## config.mk

```make
export PLATFORM = sky130hd
export DESIGN_NAME = anita3_trigger_event_buffer
export DESIGN_NICKNAME = d
export VERILOG_FILES = /design/src/rtl/anita3_trigger_pkg.sv /design/src/rtl/anita3_event_fifo.sv /design/src/rtl/anita3_trigger_event_buffer.sv
export SDC_FILE = /design/constraint.sdc
export NUM_CORES = 1
export LEC_CHECK = 0
export BUFFER_PORTS_ARGS = -buffer_cell sky130_fd_sc_hd__buf_2
export CAP_MARGIN = 20
export CORE_ASPECT_RATIO = 0.75
export CORE_MARGIN = 2
export CORE_UTILIZATION = 59
export DETAILED_ROUTE_END_ITERATION = 10
export GPL_ROUTABILITY_DRIVEN = 0
export PLACE_DENSITY = 0.79
export SLEW_MARGIN = 20
export SYNTH_ARGS = -nofsm -noshare
export SYNTH_HDL_FRONTEND = slang
export SYNTH_SLANG_ARGS = --single-unit
export TNS_END_PERCENT = 5
```

## constraint.sdc

```tcl
create_clock -name clk250_i -period 8.06 [get_ports clk250_i]
set_input_delay 1.612 -clock clk250_i [delete_from_list [all_inputs] [get_ports clk250_i]]
set_output_delay 1.612 -clock clk250_i [all_outputs]
set_load 0.02 [all_outputs]
```

## src/rtl/anita3_trigger_pkg.sv

```systemverilog
// Shared definitions for the ANITA-3 trigger event buffer: record layout,
// default sizes and capture FSM encodings.
package anita3_trigger_pkg;

    localparam int NUM_PHI_DEF = 16;
    localparam int TS_BITS_DEF = 16;
    localparam int COUNT_W     = 8;
    localparam int SEQ_W       = 8;

    // Record is {phi, time, count, seq}, with seq in the least significant bits.
    localparam int SEQ_LSB     = 0;
    localparam int COUNT_LSB   = SEQ_LSB + SEQ_W;
    localparam int TS_LSB      = COUNT_LSB + COUNT_W;
    localparam int PHI_LSB_DEF = TS_LSB + TS_BITS_DEF;
    localparam int REC_W_DEF   = PHI_LSB_DEF + 2 * NUM_PHI_DEF;

    function automatic int rec_width(input int num_phi, input int ts_bits);
        return TS_LSB + ts_bits + 2 * num_phi;
    endfunction

    typedef enum logic [1:0] {
        ST_IDLE   = 2'd0,
        ST_PEND   = 2'd1,
        ST_COMMIT = 2'd2
    } cap_state_e;

endpackage

```

## src/rtl/anita3_event_fifo.sv

```systemverilog
// First-word-fall-through register FIFO; the head is presented whenever the
// FIFO is non-empty and reads as zero when empty.
module anita3_event_fifo #(
    parameter int WIDTH = 8,
    parameter int DEPTH = 4
) (
    input  logic                     clk_i,
    input  logic                     rst_i,
    input  logic                     clear_i,
    input  logic                     push_i,
    input  logic                     pop_i,
    input  logic [WIDTH-1:0]         data_i,
    output logic [WIDTH-1:0]         data_o,
    output logic                     full_o,
    output logic                     empty_o,
    output logic [$clog2(DEPTH):0]   fill_o
);

    localparam int AW     = $clog2(DEPTH);
    localparam int FILL_W = AW + 1;

    logic [WIDTH-1:0]  mem_q [DEPTH];
    logic [AW-1:0]     wr_ptr_q, wr_ptr_d;
    logic [AW-1:0]     rd_ptr_q, rd_ptr_d;
    logic [FILL_W-1:0] fill_q, fill_d;
    logic              push_ok;
    logic              pop_ok;

    assign full_o  = (fill_q == FILL_W'(DEPTH));
    assign empty_o = (fill_q == '0);
    assign fill_o  = fill_q;
    assign push_ok = push_i && !full_o && !clear_i;
    assign pop_ok  = pop_i && !empty_o && !clear_i;
    assign data_o  = empty_o ? '0 : mem_q[rd_ptr_q];

    always_comb begin
        wr_ptr_d = wr_ptr_q;
        rd_ptr_d = rd_ptr_q;
        fill_d   = fill_q;
        if (clear_i) begin
            wr_ptr_d = '0;
            rd_ptr_d = '0;
            fill_d   = '0;
        end else begin
            if (push_ok) wr_ptr_d = wr_ptr_q + AW'(1);
            if (pop_ok)  rd_ptr_d = rd_ptr_q + AW'(1);
            case ({push_ok, pop_ok})
                2'b10:   fill_d = fill_q + FILL_W'(1);
                2'b01:   fill_d = fill_q - FILL_W'(1);
                default: fill_d = fill_q;
            endcase
        end
    end

    always_ff @(posedge clk_i or posedge rst_i) begin
        if (rst_i) begin
            wr_ptr_q <= '0;
            rd_ptr_q <= '0;
            fill_q   <= '0;
        end else begin
            wr_ptr_q <= wr_ptr_d;
            rd_ptr_q <= rd_ptr_d;
            fill_q   <= fill_d;
        end
    end

    // Storage carries no reset: it is only observable through the empty gate.
    always_ff @(posedge clk_i) begin
        if (push_ok) mem_q[wr_ptr_q] <= data_i;
    end

endmodule

```

## src/rtl/anita3_trigger_event_buffer.sv

```systemverilog
// Captures phi pattern, timestamp and delayed count word per trigger edge and
// queues them as sequenced event records; unqueueable triggers are counted.
module anita3_trigger_event_buffer
    import anita3_trigger_pkg::*;
#(
    parameter int NUM_PHI     = NUM_PHI_DEF,
    parameter int DEPTH       = 4,
    parameter int TS_BITS     = TS_BITS_DEF,
    parameter int COUNT_DELAY = 3
) (
    input  logic                      clk250_i,
    input  logic                      rst_i,
    input  logic                      trig_i,
    input  logic [2*NUM_PHI-1:0]      phi_i,
    input  logic [COUNT_W-1:0]        count_i,
    input  logic                      pps_i,
    input  logic                      clear_i,
    output logic                      ev_valid_o,
    input  logic                      ev_ready_i,
    output logic [2*NUM_PHI-1:0]      ev_phi_o,
    output logic [TS_BITS-1:0]        ev_time_o,
    output logic [COUNT_W-1:0]        ev_count_o,
    output logic [SEQ_W-1:0]          ev_seq_o,
    output logic [$clog2(DEPTH):0]    fill_o,
    output logic                      overflow_o,
    output logic [7:0]                drop_count_o
);

    localparam int PHI_W   = 2 * NUM_PHI;
    localparam int PHI_LSB = TS_LSB + TS_BITS;
    localparam int REC_W   = rec_width(NUM_PHI, TS_BITS);

    function automatic logic [7:0] sat_add8(input logic [7:0] a, input logic [1:0] n);
        logic [8:0] s;
        s = {1'b0, a} + {7'b0, n};
        return s[8] ? 8'hFF : s[7:0];
    endfunction

    cap_state_e        state_q, state_d;
    logic [3:0]        dly_q, dly_d;
    logic              trig_q;
    logic [TS_BITS-1:0] ts_q, ts_d;
    logic [SEQ_W-1:0]  seq_q, seq_d;
    logic [7:0]        drop_q, drop_d;
    logic              ovf_q, ovf_d;
    logic [PHI_W-1:0]  cap_phi_q, cap_phi_d;
    logic [TS_BITS-1:0] cap_ts_q, cap_ts_d;
    logic [COUNT_W-1:0] cap_cnt_q, cap_cnt_d;

    logic              trig_edge;
    logic              push;
    logic [1:0]        drops;
    logic              fifo_full;
    logic              fifo_empty;
    logic [REC_W-1:0]  fifo_rec;

    assign trig_edge = trig_i && !trig_q;
    assign ts_d      = pps_i ? '0 : ts_q + TS_BITS'(1);

    always_comb begin
        state_d   = state_q;
        dly_d     = dly_q;
        seq_d     = seq_q;
        cap_phi_d = cap_phi_q;
        cap_ts_d  = cap_ts_q;
        cap_cnt_d = cap_cnt_q;
        push      = 1'b0;
        drops     = 2'd0;
        case (state_q)
            ST_IDLE: begin
                if (trig_edge) begin
                    cap_phi_d = phi_i;
                    cap_ts_d  = ts_q;
                    dly_d     = 4'(COUNT_DELAY - 1);
                    state_d   = ST_PEND;
                end
            end
            ST_PEND: begin
                if (trig_edge) drops = drops + 2'd1;
                if (dly_q == 4'd0) begin
                    cap_cnt_d = count_i;
                    state_d   = ST_COMMIT;
                end else begin
                    dly_d = dly_q - 4'd1;
                end
            end
            ST_COMMIT: begin
                if (trig_edge) drops = drops + 2'd1;
                // Fullness is judged before any same-cycle pop.
                if (fifo_full) drops = drops + 2'd1;
                else           push  = 1'b1;
                state_d = ST_IDLE;
            end
            default: state_d = ST_IDLE;
        endcase
        if (push) seq_d = seq_q + SEQ_W'(1);
        drop_d = sat_add8(drop_q, drops);
        ovf_d  = ovf_q || (drops != 2'd0);
        if (clear_i) begin
            state_d = ST_IDLE;
            push    = 1'b0;
            seq_d   = '0;
            drop_d  = '0;
            ovf_d   = 1'b0;
        end
    end

    always_ff @(posedge clk250_i or posedge rst_i) begin
        if (rst_i) begin
            state_q <= ST_IDLE;
            dly_q   <= '0;
            trig_q  <= 1'b0;
            ts_q    <= '0;
            seq_q   <= '0;
            drop_q  <= '0;
            ovf_q   <= 1'b0;
        end else begin
            state_q <= state_d;
            dly_q   <= dly_d;
            trig_q  <= trig_i;
            ts_q    <= ts_d;
            seq_q   <= seq_d;
            drop_q  <= drop_d;
            ovf_q   <= ovf_d;
        end
    end

    always_ff @(posedge clk250_i) begin
        cap_phi_q <= cap_phi_d;
        cap_ts_q  <= cap_ts_d;
        cap_cnt_q <= cap_cnt_d;
    end

    anita3_event_fifo #(
        .WIDTH (REC_W),
        .DEPTH (DEPTH)
    ) u_fifo (
        .clk_i   (clk250_i),
        .rst_i   (rst_i),
        .clear_i (clear_i),
        .push_i  (push),
        .pop_i   (ev_valid_o && ev_ready_i),
        .data_i  ({cap_phi_q, cap_ts_q, cap_cnt_q, seq_q}),
        .data_o  (fifo_rec),
        .full_o  (fifo_full),
        .empty_o (fifo_empty),
        .fill_o  (fill_o)
    );

    assign ev_valid_o   = !fifo_empty;
    assign ev_phi_o     = fifo_rec[PHI_LSB +: PHI_W];
    assign ev_time_o    = fifo_rec[TS_LSB +: TS_BITS];
    assign ev_count_o   = fifo_rec[COUNT_LSB +: COUNT_W];
    assign ev_seq_o     = fifo_rec[SEQ_LSB +: SEQ_W];
    assign overflow_o   = ovf_q;
    assign drop_count_o = drop_q;

endmodule

```

==> impl_metrics.prom, run 1 <==
# TYPE chip_impl_metric gauge
chip_impl_metric{name="finalSetupViolations",unit=""} 0
chip_impl_metric{name="final_period_minus_worst_setup_slack",unit="ns"} 4.636
chip_impl_metric{name="timing.setup.tns",unit="ns"} 0
chip_impl_metric{name="crit_share_post_route",unit="%"} 57.52
chip_impl_metric{name="slew_viol_final",unit=""} 0
chip_impl_metric{name="gr-total-overflow",unit=""} 0
chip_impl_metric{name="finalHoldViolations",unit=""} 0
chip_impl_metric{name="post_synthesis_net_count",unit=""} 825
chip_impl_metric{name="max_clock_freq",unit="GHz"} 0.2157
chip_impl_info{name="worstHoldPathType",value="reg2reg"} 1
chip_impl_metric{name="drt_drc_violations_left",unit=""} 0
chip_impl_info{name="outcome",value="finished clean"} 1
chip_impl_metric{name="drtAntennaViolNets",unit=""} 0
chip_impl_metric{name="clockPowerShare",unit="%"} 38.1
chip_impl_metric{name="worst_slew_pin_slew",unit="ns"} 0.9378
chip_impl_metric{name="drt_first_iter_violations",unit=""} 645
chip_impl_metric{name="floorplan.core_area",unit="um^2"} 23850
chip_impl_metric{name="p_int",unit="W"} 0.003112
chip_impl_metric{name="die_h",unit="um"} 138.4
chip_impl_metric{name="clock_latency",unit="ns"} 0.52
chip_impl_metric{name="ys_ff_latch",unit=""} 359
chip_impl_metric{name="finalNetCount",unit=""} 957
chip_impl_metric{name="detailedRoute.firstPassIterationCount",unit=""} 4
chip_impl_metric{name="clk_transition_reported_paths",unit="ns"} 0.06
chip_impl_info{name="rsz0062_at_grt",value="false"} 1
chip_impl_metric{name="synth_seq_area_share",unit="%"} 74.16
chip_impl_metric{name="total_routing_resource_utilization_after_global_routing",unit="%"} 20.73
chip_impl_metric{name="yosysWarningCount",unit=""} 0
chip_impl_info{name="final_common_cell",value="sky130_fd_sc_hd__edfxtp_1"} 1
chip_impl_metric{name="flop_to_flop_setup_slack",unit="ns"} 4.93
chip_impl_info{name="synth-main-ff-cell",value="sky130_fd_sc_hd__edfxtp_1"} 1
chip_impl_metric{name="critical_path.max_stage_delay",unit="ns"} 0.82
chip_impl_metric{name="first_global_vias",unit=""} 7135
chip_impl_metric{name="rel_slew_slack",unit="%"} 37.48
chip_impl_info{name="most-common-layout-cells",value="sky130_fd_sc_hd__edfxtp_1, sky130_fd_sc_hd__buf_2, sky130_fd_sc_hd__and2_1"} 1
chip_impl_metric{name="synth.avg_cell_area",unit="um^2"} 18.64
chip_impl_metric{name="fill_cells",unit=""} 1549
chip_impl_metric{name="initial_core_util",unit="%"} 59.62
chip_impl_metric{name="htree_num_levels",unit=""} 2
chip_impl_metric{name="area_growth_syn_to_layout",unit="%"} 13.79
chip_impl_info{name="critPathCaptureType",value="output pin"} 1
chip_impl_info{name="classification_of_the_worst_setup_path",value="reg2out"} 1
chip_impl_metric{name="route.vias.total",unit=""} 7228
chip_impl_metric{name="reg2reg_depth",unit=""} 9
chip_impl_metric{name="grt_antenna_before_repair",unit=""} 2
chip_impl_info{name="worstSetupStartpoint",value="u_fifo.rd_ptr_q[0]"} 1
chip_impl_metric{name="ctsLongestPathBuffers",unit=""} 3
chip_impl_info{name="critical_path.cell_chain",value="buf_4 > mux4_2 > and2_1 > buf_2"} 1
chip_impl_metric{name="dieArea",unit="um^2"} 25370
chip_impl_info{name="r2r_start",value="u_fifo.fill_o[0]"} 1
chip_impl_metric{name="grt_start_max_net_pins",unit=""} 67
chip_impl_info{name="cts_root_buffer",value="sky130_fd_sc_hd__clkbuf_16"} 1
chip_impl_metric{name="syn_std_cell_area",unit="um^2"} 14220
chip_impl_metric{name="totalWireLength",unit="um"} 25600
chip_impl_info{name="tritoncts",value="yes"} 1
chip_impl_metric{name="std_cell_rows",unit=""} 49
chip_impl_metric{name="vias_per_cell",unit=""} 5.886
chip_impl_metric{name="cts-resized-gates",unit=""} 0
chip_impl_metric{name="crit_required",unit="ns"} 6.45
chip_impl_metric{name="clock-sinks",unit=""} 359
chip_impl_metric{name="synth.lib_cells_used.distinct",unit=""} 59
chip_impl_metric{name="netlist_instances",unit=""} 763
chip_impl_metric{name="cp_data_arrival_time",unit="ns"} 3.02
chip_impl_metric{name="power-per-cell-area",unit="nW/um^2"} 248.0
chip_impl_info{name="worst_setup_path_endpoint",value="ev_phi_o[6]"} 1
chip_impl_metric{name="dp_hpwl",unit="um"} 14800
chip_impl_metric{name="async_flop_share",unit="%"} 13.09
chip_impl_metric{name="fp.dieW",unit="um"} 183.3
chip_impl_metric{name="tritoncts.num_buffers",unit=""} 34
chip_impl_metric{name="net-switching-power",unit="W"} 0.0009011
chip_impl_metric{name="fin_util",unit="%"} 67.84
chip_impl_metric{name="post_cts_hold_buffer_count",unit=""} 0
chip_impl_metric{name="irDropWorstVdd",unit="mV"} 0.1339
chip_impl_metric{name="max_cap_violations",unit=""} 0
chip_impl_metric{name="switching_share",unit="%"} 22.45
chip_impl_info{name="r2r-end",value="drop_count_o[7]"} 1
chip_impl_metric{name="total_leakage_power",unit="nW"} 5.693
chip_impl_info{name="crit_path_top_delay_cell",value="sky130_fd_sc_hd__buf_4"} 1
chip_impl_metric{name="route.detailed.wl_per_inst",unit="um"} 20.85
chip_impl_metric{name="io_count",unit=""} 123
chip_impl_metric{name="timing.clock.skew",unit="ns"} 0.02089
chip_impl_metric{name="critPathMaxFanout",unit=""} 47
chip_impl_metric{name="power.combinational.fraction",unit="%"} 8.2
chip_impl_metric{name="layout-drive-gt1-share",unit="%"} 28.51
chip_impl_metric{name="grt_first_pass_wirelength",unit="um"} 40270
chip_impl_metric{name="synth_enable_flop_cells",unit=""} 312
chip_impl_metric{name="port_buffers",unit=""} 122
chip_impl_metric{name="cts.repair_timing.setup_buffer_count",unit=""} 0
chip_impl_metric{name="seq_power_share",unit="%"} 53.7
chip_impl_info{name="critical_path.startpoint_type",value="register"} 1
-- cells by family after synthesis --
group           share of synthesized area (%)
compound gates                          3.238
xor+xnor                               0.4928
fa+ha+maj                               1.514
buf+inv                                 2.103
flops                                   74.16
mux                                     10.75
simple gates                            7.735
-- layer usage --
layer,GRT usage (%),share of wire [%],vias to the layer above,wire (um)
li1,-,-,3274,-
met1,31.12,45,3691,11480
met2,31.88,48,223,12180
met3,3.714,5.7,38,1458
met4,6.063,1.8,2,471
met5,0,0.051,-,13
-- metrics by stage --
step	hold WS, ns	total power, W	std cells	area, um^2	setup slack, ns
floorplan	0.4399	0.002421	763	14220	0.7643
global placement	0.4504	0.002517	1165	15110	3.892
detailed placement	0.4555	0.002526	1165	15110	3.872
CTS	0.4793	0.004050	1225	16170	3.300
global route	0.5073	0.004153	1226	16170	3.160
finish	0.4852	0.004013	1228	16180	3.424
-- final cells by class --
cell class	count	area, um^2	area share (%)
inverter	21	80.08	0.4949
clock buffer	44	888.4	5.491
tap	306	382.9	2.366
timing repair buffer	134	700.7	4.331
antenna	3	7.507	0.04640
multi-input combinational	345	3402	21.03
clock inverter	16	167.7	1.036
sequential	359	10550	65.21
-- sequential cells by signal, indices dropped and copies added (netlist names) --
signal	cells
trig_q	1
u_fifo.wr_ptr_q	2
cap_ts_q	16
overflow_o	1
drop_count_o	8
seq_q	8
ts_q	16
cap_cnt_q	8
dly_q	4
cap_phi_q	32
u_fifo.fill_o	3
state_q	2
u_fifo.rd_ptr_q	2
u_fifo.mem_q	256
-- worst max-delay path: cells and delay by family, from the launching register on --
kind	cells	cell delay (ns)
buf+inv	2	0.98
flops	1	0.69
mux	1	0.62
simple gates	1	0.21
-- synthesized netlist by cell type, types with 3 or more instances --
master | count | area, um^2
sky130_fd_sc_hd__or3_1 | 8 | 50.05
sky130_fd_sc_hd__clkbuf_1 | 15 | 56.30
sky130_fd_sc_hd__a211oi_1 | 4 | 30.03
sky130_fd_sc_hd__nand3_1 | 15 | 75.07
sky130_fd_sc_hd__buf_4 | 3 | 22.52
sky130_fd_sc_hd__a31oi_1 | 5 | 31.28
sky130_fd_sc_hd__nor3_1 | 3 | 15.01
sky130_fd_sc_hd__nand2_1 | 12 | 45.04
sky130_fd_sc_hd__nor4_1 | 3 | 18.77
sky130_fd_sc_hd__nand4_1 | 6 | 37.54
sky130_fd_sc_hd__buf_2 | 11 | 55.05
sky130_fd_sc_hd__o31ai_1 | 7 | 52.55
sky130_fd_sc_hd__buf_6 | 7 | 78.83
sky130_fd_sc_hd__or3b_1 | 3 | 26.28
sky130_fd_sc_hd__mux4_2 | 64 | 1441
sky130_fd_sc_hd__ha_1 | 14 | 175.2
sky130_fd_sc_hd__o2111ai_1 | 5 | 43.79
sky130_fd_sc_hd__nor3b_1 | 5 | 37.54
sky130_fd_sc_hd__mux2_1 | 5 | 56.30
sky130_fd_sc_hd__dfrtp_1 | 47 | 1176
sky130_fd_sc_hd__a21oi_1 | 25 | 125.1
sky130_fd_sc_hd__nand3b_1 | 3 | 22.52
sky130_fd_sc_hd__or4_1 | 7 | 52.55
sky130_fd_sc_hd__and2_1 | 65 | 406.6
sky130_fd_sc_hd__o21ai_0 | 13 | 65.06
sky130_fd_sc_hd__xor2_1 | 6 | 52.55
sky130_fd_sc_hd__inv_1 | 20 | 75.07
sky130_fd_sc_hd__nand2b_1 | 3 | 18.77
sky130_fd_sc_hd__nor2_1 | 19 | 71.32
sky130_fd_sc_hd__edfxtp_1 | 312 | 9369
sky130_fd_sc_hd__nor2b_1 | 11 | 68.82
-- power groups by stage --
stage / clock [W] / sequential, W / combinational [W]
after floorplan: 0 / 0.00218 / 0.000246
after global placement: 0 / 0.00219 / 0.000327
after detailed placement: 0 / 0.00220 / 0.000331
after CTS: 0.00156 / 0.00216 / 0.000334
after global routing: 0.00163 / 0.00217 / 0.000359
final: 0.00153 / 0.00216 / 0.000329
-- how the worst min path moves through the flow --
| stage | startpoint | slack [ns] | to | depth (start not counted) |
|---|---|---|---|---|
| floorplan | ts_q[15] | 0.44 | cap_ts_q[15] | 0 |
| CTS | ts_q[15] | 0.48 | cap_ts_q[15] | 0 |
| global route | ts_q[15] | 0.51 | cap_ts_q[15] | 0 |
| global placement | ts_q[15] | 0.45 | cap_ts_q[15] | 0 |
| detailed placement | ts_q[15] | 0.46 | cap_ts_q[15] | 0 |
| finish | ts_q[15] | 0.49 | cap_ts_q[15] | 0 |
(Power assumes the default switching activity.)
==> run 2, diff against run 1 <==
clock period = 4.8 ns   (was 8.06 ns; I/O delays follow)
==> run 2 against run 1 <==
Net effect: utilization rose by 0.58 points; cell area up 0.86%; die area did not move; largest cell class unchanged; non-clock buffer count grew 3; hold slack got worse by 0.0033 ns; count of clock-buffer cells in the layout is 5 lower; cell count is 0.24% higher.
==> impl_metrics.prom, run 2 (synthesis gave the netlist of run 1 again) <==
# TYPE chip_impl_metric gauge
chip_impl_info{name="rsz0062_at_grt",value="false"} 1
chip_impl_metric{name="irDropWorstVdd",unit="mV"} 0.2171
chip_impl_info{name="critical_path.cell_chain",value="buf_4 > mux4_2 > and2_1 > buf_2"} 1
chip_impl_metric{name="detailedRoute.firstPassIterationCount",unit=""} 4
chip_impl_metric{name="clock-sinks",unit=""} 359
chip_impl_metric{name="clk_transition_reported_paths",unit="ns"} 0.06
chip_impl_metric{name="layout-drive-gt1-share",unit="%"} 29.76
chip_impl_info{name="cts_root_buffer",value="sky130_fd_sc_hd__clkbuf_16"} 1
chip_impl_info{name="critPathCaptureType",value="output pin"} 1
chip_impl_metric{name="route.vias.total",unit=""} 7222
chip_impl_metric{name="sequential_cell_area",unit="um^2"} 10550
chip_impl_metric{name="std_cell_rows",unit=""} 49
chip_impl_metric{name="totalWireLength",unit="um"} 26000
chip_impl_metric{name="total_routing_resource_utilization_after_global_routing",unit="%"} 21.36
chip_impl_metric{name="finalHoldViolations",unit=""} 0
chip_impl_metric{name="gr-total-overflow",unit=""} 0
chip_impl_metric{name="fill_cells",unit=""} 1508
chip_impl_metric{name="finalPower",unit="W"} 0.006932
chip_impl_metric{name="post_cts_hold_buffer_count",unit=""} 0
chip_impl_info{name="critical_path.startpoint_type",value="register"} 1
chip_impl_metric{name="fin_util",unit="%"} 68.42
chip_impl_metric{name="power-per-cell-area",unit="nW/um^2"} 424.8
chip_impl_metric{name="fp.dieW",unit="um"} 183.3
chip_impl_metric{name="critPathMaxFanout",unit=""} 39
chip_impl_metric{name="initial_core_util",unit="%"} 59.62
chip_impl_metric{name="multiInputGateArea",unit="um^2"} 3402
chip_impl_metric{name="cts.repair_timing.setup_buffer_count",unit=""} 0
chip_impl_metric{name="largest_register_ff_count",unit=""} 256
chip_impl_info{name="worstHoldPathType",value="reg2reg"} 1
chip_impl_metric{name="grt_start_max_net_pins",unit=""} 67
chip_impl_metric{name="cts-resized-gates",unit=""} 0
chip_impl_metric{name="vias_per_cell",unit=""} 5.867
chip_impl_metric{name="total_leakage_power",unit="nW"} 5.765
chip_impl_metric{name="finalNetCount",unit=""} 961
chip_impl_metric{name="grt_antenna_before_repair",unit=""} 1
chip_impl_info{name="classification_of_the_worst_setup_path",value="reg2out"} 1
chip_impl_metric{name="drtAntennaViolNets",unit=""} 0
chip_impl_metric{name="ctsLongestPathBuffers",unit=""} 3
chip_impl_metric{name="worst_slew_pin_slew",unit="ns"} 0.9009
chip_impl_metric{name="power.combinational.fraction",unit="%"} 8.0
chip_impl_metric{name="clockPowerShare",unit="%"} 39.6
chip_impl_metric{name="crit_required",unit="ns"} 3.84
chip_impl_metric{name="max_cap_violations",unit=""} 0
chip_impl_info{name="most-common-layout-cells",value="sky130_fd_sc_hd__edfxtp_1, sky130_fd_sc_hd__buf_2, sky130_fd_sc_hd__and2_1"} 1
chip_impl_metric{name="p_int",unit="W"} 0.005370
chip_impl_metric{name="finalSetupViolations",unit=""} 0
chip_impl_metric{name="route.detailed.wl_per_inst",unit="um"} 21.12
chip_impl_metric{name="max_clock_freq",unit="GHz"} 0.2721
chip_impl_metric{name="cp_data_arrival_time",unit="ns"} 2.71
chip_impl_metric{name="crit_share_post_route",unit="%"} 76.56
chip_impl_metric{name="net-switching-power",unit="W"} 0.001562
chip_impl_info{name="crit_path_top_delay_cell",value="sky130_fd_sc_hd__dfrtp_4"} 1
chip_impl_info{name="final_common_cell",value="sky130_fd_sc_hd__edfxtp_1"} 1
chip_impl_metric{name="grt_first_pass_wirelength",unit="um"} 41540
chip_impl_info{name="tritoncts",value="yes"} 1
chip_impl_metric{name="clock_latency",unit="ns"} 0.52
chip_impl_info{name="reg.largest.list",value="u_fifo.mem_q x256, cap_phi_q x32"} 1
chip_impl_info{name="largest_register",value="u_fifo.mem_q"} 1
chip_impl_metric{name="port_buffers",unit=""} 122
chip_impl_metric{name="timing.clock.skew",unit="ns"} 0.02302
chip_impl_metric{name="critical_path.max_stage_delay",unit="ns"} 0.95
chip_impl_metric{name="dp_hpwl",unit="um"} 14660
chip_impl_metric{name="rel_slew_slack",unit="%"} 39.94
chip_impl_metric{name="switching_share",unit="%"} 22.53
chip_impl_metric{name="htree_num_levels",unit=""} 2
chip_impl_metric{name="slew_viol_final",unit=""} 0
chip_impl_metric{name="post-place-cells",unit=""} 1167
chip_impl_metric{name="timing.setup.tns",unit="ns"} 0
chip_impl_metric{name="drt_first_iter_violations",unit=""} 647
chip_impl_metric{name="tritoncts.num_buffers",unit=""} 35
chip_impl_info{name="outcome",value="finished clean"} 1
chip_impl_metric{name="area_growth_syn_to_layout",unit="%"} 14.77
chip_impl_metric{name="final_period_minus_worst_setup_slack",unit="ns"} 3.675
chip_impl_metric{name="seq_power_share",unit="%"} 52.4
chip_impl_metric{name="final_cell_count_no_fill",unit=""} 1231
chip_impl_metric{name="first_global_vias",unit=""} 7510
chip_impl_metric{name="floorplan.core_area",unit="um^2"} 23850
chip_impl_metric{name="dieArea",unit="um^2"} 25370
chip_impl_metric{name="drt_drc_violations_left",unit=""} 0
chip_impl_metric{name="io_count",unit=""} 123
chip_impl_metric{name="die_h",unit="um"} 138.4
## run 2: routing by layer
layer  up-vias  part of all wire [%]  track usage (%)
met2       201                    47            33.31
met1      3690                    45            31.29
li1       3282                     -                -
met4         0                   2.4            6.737
met3        49                   5.1            4.031
met5         -                     0                0
## run 2: worst paths after layout
check | slack (ns) | end | cells past startpoint | start
max | 1.13 | ev_phi_o[24] | 4 | u_fifo.rd_ptr_q[0]
min | 0.48 | cap_ts_q[15] | 0 | ts_q[15]
max reg2reg | 1.98 | drop_count_o[0] | 5 | u_fifo.fill_o[0]
min reg2reg | 0.48 | cap_ts_q[15] | 0 | ts_q[15]
max in group asynchronous | 3.60 | u_fifo.rd_ptr_q[0] | 2 | rst_i
min in group asynchronous | 0.60 | ts_q[8] | 2 | rst_i
## run 2: critical path: cells and delay by family (launching register included)
family	cells	cell delay, ns
buffers and inverters	2	0.53
flip-flops	1	0.95
multiplexers	1	0.54
AND/OR/NAND/NOR	1	0.17
## run 2: power groups by stage
| stage | sequential [W] | combinational [W] | clock [W] |
|---|---|---|---|
| 2_1_floorplan | 0.00365 | 0.000412 | 0 |
| 3_3_place_gp | 0.00369 | 0.000543 | 0 |
| 3_5_place_dp | 0.00370 | 0.000551 | 0 |
| 4_1_cts | 0.00364 | 0.000556 | 0.00280 |
| 5_1_grt | 0.00365 | 0.000610 | 0.00290 |
| 6_report | 0.00363 | 0.000556 | 0.00274 |
## run 2: area by class of cell
class                           count  area share, %
Sequential cell                   359          64.65
Multi-Input combinational cell    345          20.85
Clock buffer                       39          5.459
Timing Repair Buffer              137          4.662
Tap cell                          306          2.346
Clock inverter                     23          1.526
Inverter                           21         0.4907
Antenna cell                        1        0.01534
## run 2: through the flow
stage                     hold slack (ns)  cell area [um^2]  setup WS (ns)
after floorplan                    0.4399             14220         -1.844
after global placement             0.4647             15150          1.576
after CTS                          0.4888             16290          1.025
final                              0.4819             16320          1.125
after detailed placement           0.4726             15150          1.515
after global routing               0.5238             16320         0.9343
==> run 3, diff against run 2 <==
clock period = 3.8 ns   (was 4.8 ns; I/O delays follow)
==> run 3 against run 2 <==
Net effect: hold slack lost 0.090 ns; sequential share of layout area barely moved; wire length barely moved; sequential cell count is the same; clock skew increased by 0.0013 ns; clock power grew 23%.
==> impl_metrics.prom, run 3 (synthesis gave the netlist of run 1 again) <==
# TYPE chip_impl_metric gauge
chip_impl_metric{name="clock_latency",unit="ns"} 0.52
chip_impl_metric{name="gr-total-overflow",unit=""} 0
chip_impl_metric{name="clock-sinks",unit=""} 359
chip_impl_metric{name="grt_first_pass_wirelength",unit="um"} 41130
chip_impl_info{name="crit_path_top_delay_cell",value="sky130_fd_sc_hd__dfrtp_4"} 1
chip_impl_metric{name="finalHoldViolations",unit=""} 0
chip_impl_metric{name="timing.hold.ws",unit="ns"} 0.3918
chip_impl_metric{name="critical_path.max_stage_delay",unit="ns"} 0.84
chip_impl_metric{name="clk_transition_reported_paths",unit="ns"} 0.07
chip_impl_info{name="worst_setup_path_endpoint",value="ev_phi_o[12]"} 1
chip_impl_metric{name="port_buffers",unit=""} 122
chip_impl_metric{name="flop_to_flop_setup_slack",unit="ns"} 1.00
chip_impl_metric{name="vias_per_cell",unit=""} 5.844
chip_impl_metric{name="drtAntennaViolNets",unit=""} 0
chip_impl_metric{name="placement.setup.worst_slack",unit="ns"} 0.7061
chip_impl_metric{name="diodes",unit=""} 0
chip_impl_metric{name="ctsLongestPathBuffers",unit=""} 3
chip_impl_metric{name="fin_util",unit="%"} 68.38
chip_impl_metric{name="crit_share_post_route",unit="%"} 86.32
chip_impl_info{name="critical_path.startpoint_type",value="register"} 1
chip_impl_info{name="classification_of_the_worst_setup_path",value="reg2out"} 1
chip_impl_metric{name="final_period_minus_worst_setup_slack",unit="ns"} 3.280
chip_impl_info{name="rsz0062_at_grt",value="false"} 1
chip_impl_info{name="worstSetupStartpoint",value="u_fifo.rd_ptr_q[0]"} 1
chip_impl_metric{name="area_growth_syn_to_layout",unit="%"} 14.70
chip_impl_metric{name="finalWorstSetupSlack",unit="ns"} 0.5199
chip_impl_metric{name="floorplan.core_area",unit="um^2"} 23850
chip_impl_metric{name="post_cts_hold_buffer_count",unit=""} 0
chip_impl_metric{name="grt_start_max_net_pins",unit=""} 67
chip_impl_metric{name="worst_slew_pin_slew",unit="ns"} 0.8840
chip_impl_metric{name="finalNetCount",unit=""} 961
chip_impl_info{name="most-common-layout-cells",value="sky130_fd_sc_hd__edfxtp_1, sky130_fd_sc_hd__buf_2, sky130_fd_sc_hd__and2_1"} 1
chip_impl_metric{name="cts-resized-gates",unit=""} 0
chip_impl_info{name="crit_family",value="flip-flops"} 1
chip_impl_metric{name="timing.setup.tns",unit="ns"} 0
chip_impl_metric{name="total_routing_resource_utilization_after_global_routing",unit="%"} 21.24
chip_impl_metric{name="crit_required",unit="ns"} 3.04
chip_impl_metric{name="finalSetupViolations",unit=""} 0
chip_impl_metric{name="critical_path_depth",unit=""} 4
chip_impl_metric{name="htree_num_levels",unit=""} 2
chip_impl_metric{name="slew_viol_final",unit=""} 0
chip_impl_metric{name="fill_cells",unit=""} 1541
chip_impl_metric{name="initial_core_util",unit="%"} 59.62
chip_impl_metric{name="first_global_vias",unit=""} 7369
chip_impl_metric{name="drt_drc_violations_left",unit=""} 0
chip_impl_metric{name="std_cell_rows",unit=""} 49
chip_impl_metric{name="total_leakage_power",unit="nW"} 5.782
chip_impl_metric{name="reg2reg_depth",unit=""} 5
chip_impl_info{name="final_common_cell",value="sky130_fd_sc_hd__edfxtp_1"} 1
chip_impl_metric{name="dp_hpwl",unit="um"} 14930
chip_impl_metric{name="die_h",unit="um"} 138.4
chip_impl_info{name="r2r_start",value="u_fifo.fill_o[0]"} 1
chip_impl_info{name="tritoncts",value="yes"} 1
chip_impl_metric{name="cp_data_arrival_time",unit="ns"} 2.52
chip_impl_metric{name="totalWireLength",unit="um"} 26020
chip_impl_info{name="critPathCaptureType",value="output pin"} 1
chip_impl_info{name="largest_register",value="u_fifo.mem_q"} 1
chip_impl_metric{name="dieArea",unit="um^2"} 25370
chip_impl_metric{name="drt_first_iter_violations",unit=""} 720
chip_impl_metric{name="irDropWorstVdd",unit="mV"} 0.2766
chip_impl_info{name="worstHoldPathType",value="in2reg"} 1
chip_impl_info{name="critical_path.cell_chain",value="buf_4 > mux4_2 > and2_1 > buf_2"} 1
chip_impl_metric{name="io_count",unit=""} 123
chip_impl_metric{name="detailedRoute.firstPassIterationCount",unit=""} 5
chip_impl_metric{name="tritoncts.num_buffers",unit=""} 34
chip_impl_metric{name="layout-drive-gt1-share",unit="%"} 29.65
chip_impl_metric{name="fp.dieW",unit="um"} 183.3
chip_impl_metric{name="grt_antenna_before_repair",unit=""} 0
chip_impl_info{name="reg.largest.list",value="u_fifo.mem_q x256, cap_phi_q x32"} 1
chip_impl_metric{name="finalPower",unit="W"} 0.008651
chip_impl_info{name="outcome",value="finished clean"} 1
chip_impl_metric{name="timing.clock.skew",unit="ns"} 0.02435
chip_impl_metric{name="max_cap_violations",unit=""} 0
chip_impl_info{name="cts_root_buffer",value="sky130_fd_sc_hd__clkbuf_16"} 1
chip_impl_metric{name="max_clock_freq",unit="GHz"} 0.3049
chip_impl_metric{name="power-per-cell-area",unit="nW/um^2"} 530.5
chip_impl_metric{name="cts.repair_timing.setup_buffer_count",unit=""} 0
chip_impl_info{name="r2r-end",value="drop_count_o[1]"} 1
chip_impl_metric{name="critPathMaxFanout",unit=""} 28
chip_impl_metric{name="largest_register_ff_count",unit=""} 256
chip_impl_metric{name="route.detailed.wl_per_inst",unit="um"} 21.15
chip_impl_metric{name="worstPathBufferInverterCount",unit=""} 2
chip_impl_metric{name="route.vias.total",unit=""} 7188
chip_impl_metric{name="rel_slew_slack",unit="%"} 41.00
==> run 3: changes by cell type in the layout (fill, tap and decap cells not counted), moves of 2 or more <==
cell                        before  now
sky130_fd_sc_hd__buf_4          12   14
sky130_fd_sc_hd__bufinv_16       5    3
sky130_fd_sc_hd__clkbuf_1        4    7
sky130_fd_sc_hd__clkbuf_8        0    3
sky130_fd_sc_hd__clkinv_1        3    1
sky130_fd_sc_hd__clkinv_2       12    9
sky130_fd_sc_hd__nor3b_2         5    1
sky130_fd_sc_hd__nor3b_4         0    4
==> run 3: routing by layer <==
layer | wire length (um) | up-vias | GRT usage (%)
li1 | - | 3275 | -
met5 | 0 | - | 0
met1 | 11880 | 3686 | 31.99
met4 | 397 | 0 | 5.137
met3 | 1306 | 37 | 3.952
met2 | 12430 | 190 | 32.99
==> run 3: cell type report <==
class	count	area, um^2	share of cell area [%]
sequential	359	10550	64.69
multi-input combinational	345	3427	21.01
clock buffer	45	943.4	5.785
timing repair buffer	138	755.7	4.634
tap	306	382.9	2.348
clock inverter	16	168.9	1.036
inverter	21	80.08	0.4910
==> run 3: worst min path at each step <==
stage / slack (ns) / to / depth (start not counted) / startpoint
2_1_floorplan: 0.44 / cap_ts_q[15] / 0 / ts_q[15]
3_3_place_gp: 0.46 / cap_ts_q[15] / 0 / ts_q[15]
3_5_place_dp: 0.47 / cap_ts_q[15] / 0 / ts_q[15]
4_1_cts: 0.37 / trig_q / 1 / trig_i
5_1_grt: 0.37 / trig_q / 1 / trig_i
6_report: 0.39 / trig_q / 1 / trig_i
==> run 3: report_power, final <==
part / internal [W] / switching (W) / leakage, nW
Sequential: 0.00446 / 0.000116 / 3.48
Combinational: 0.000285 / 0.000427 / 1.76
Clock: 0.00197 / 0.00140 / 0.547
Total: 0.00671 / 0.00194 / 5.78
==> run 3: per-stage QoR <==
step	std cells	cell area, um^2
CTS	1230	16310
global route	1230	16310
detailed placement	1169	15190
global placement	1169	15190
finish	1230	16310
floorplan	763	14240
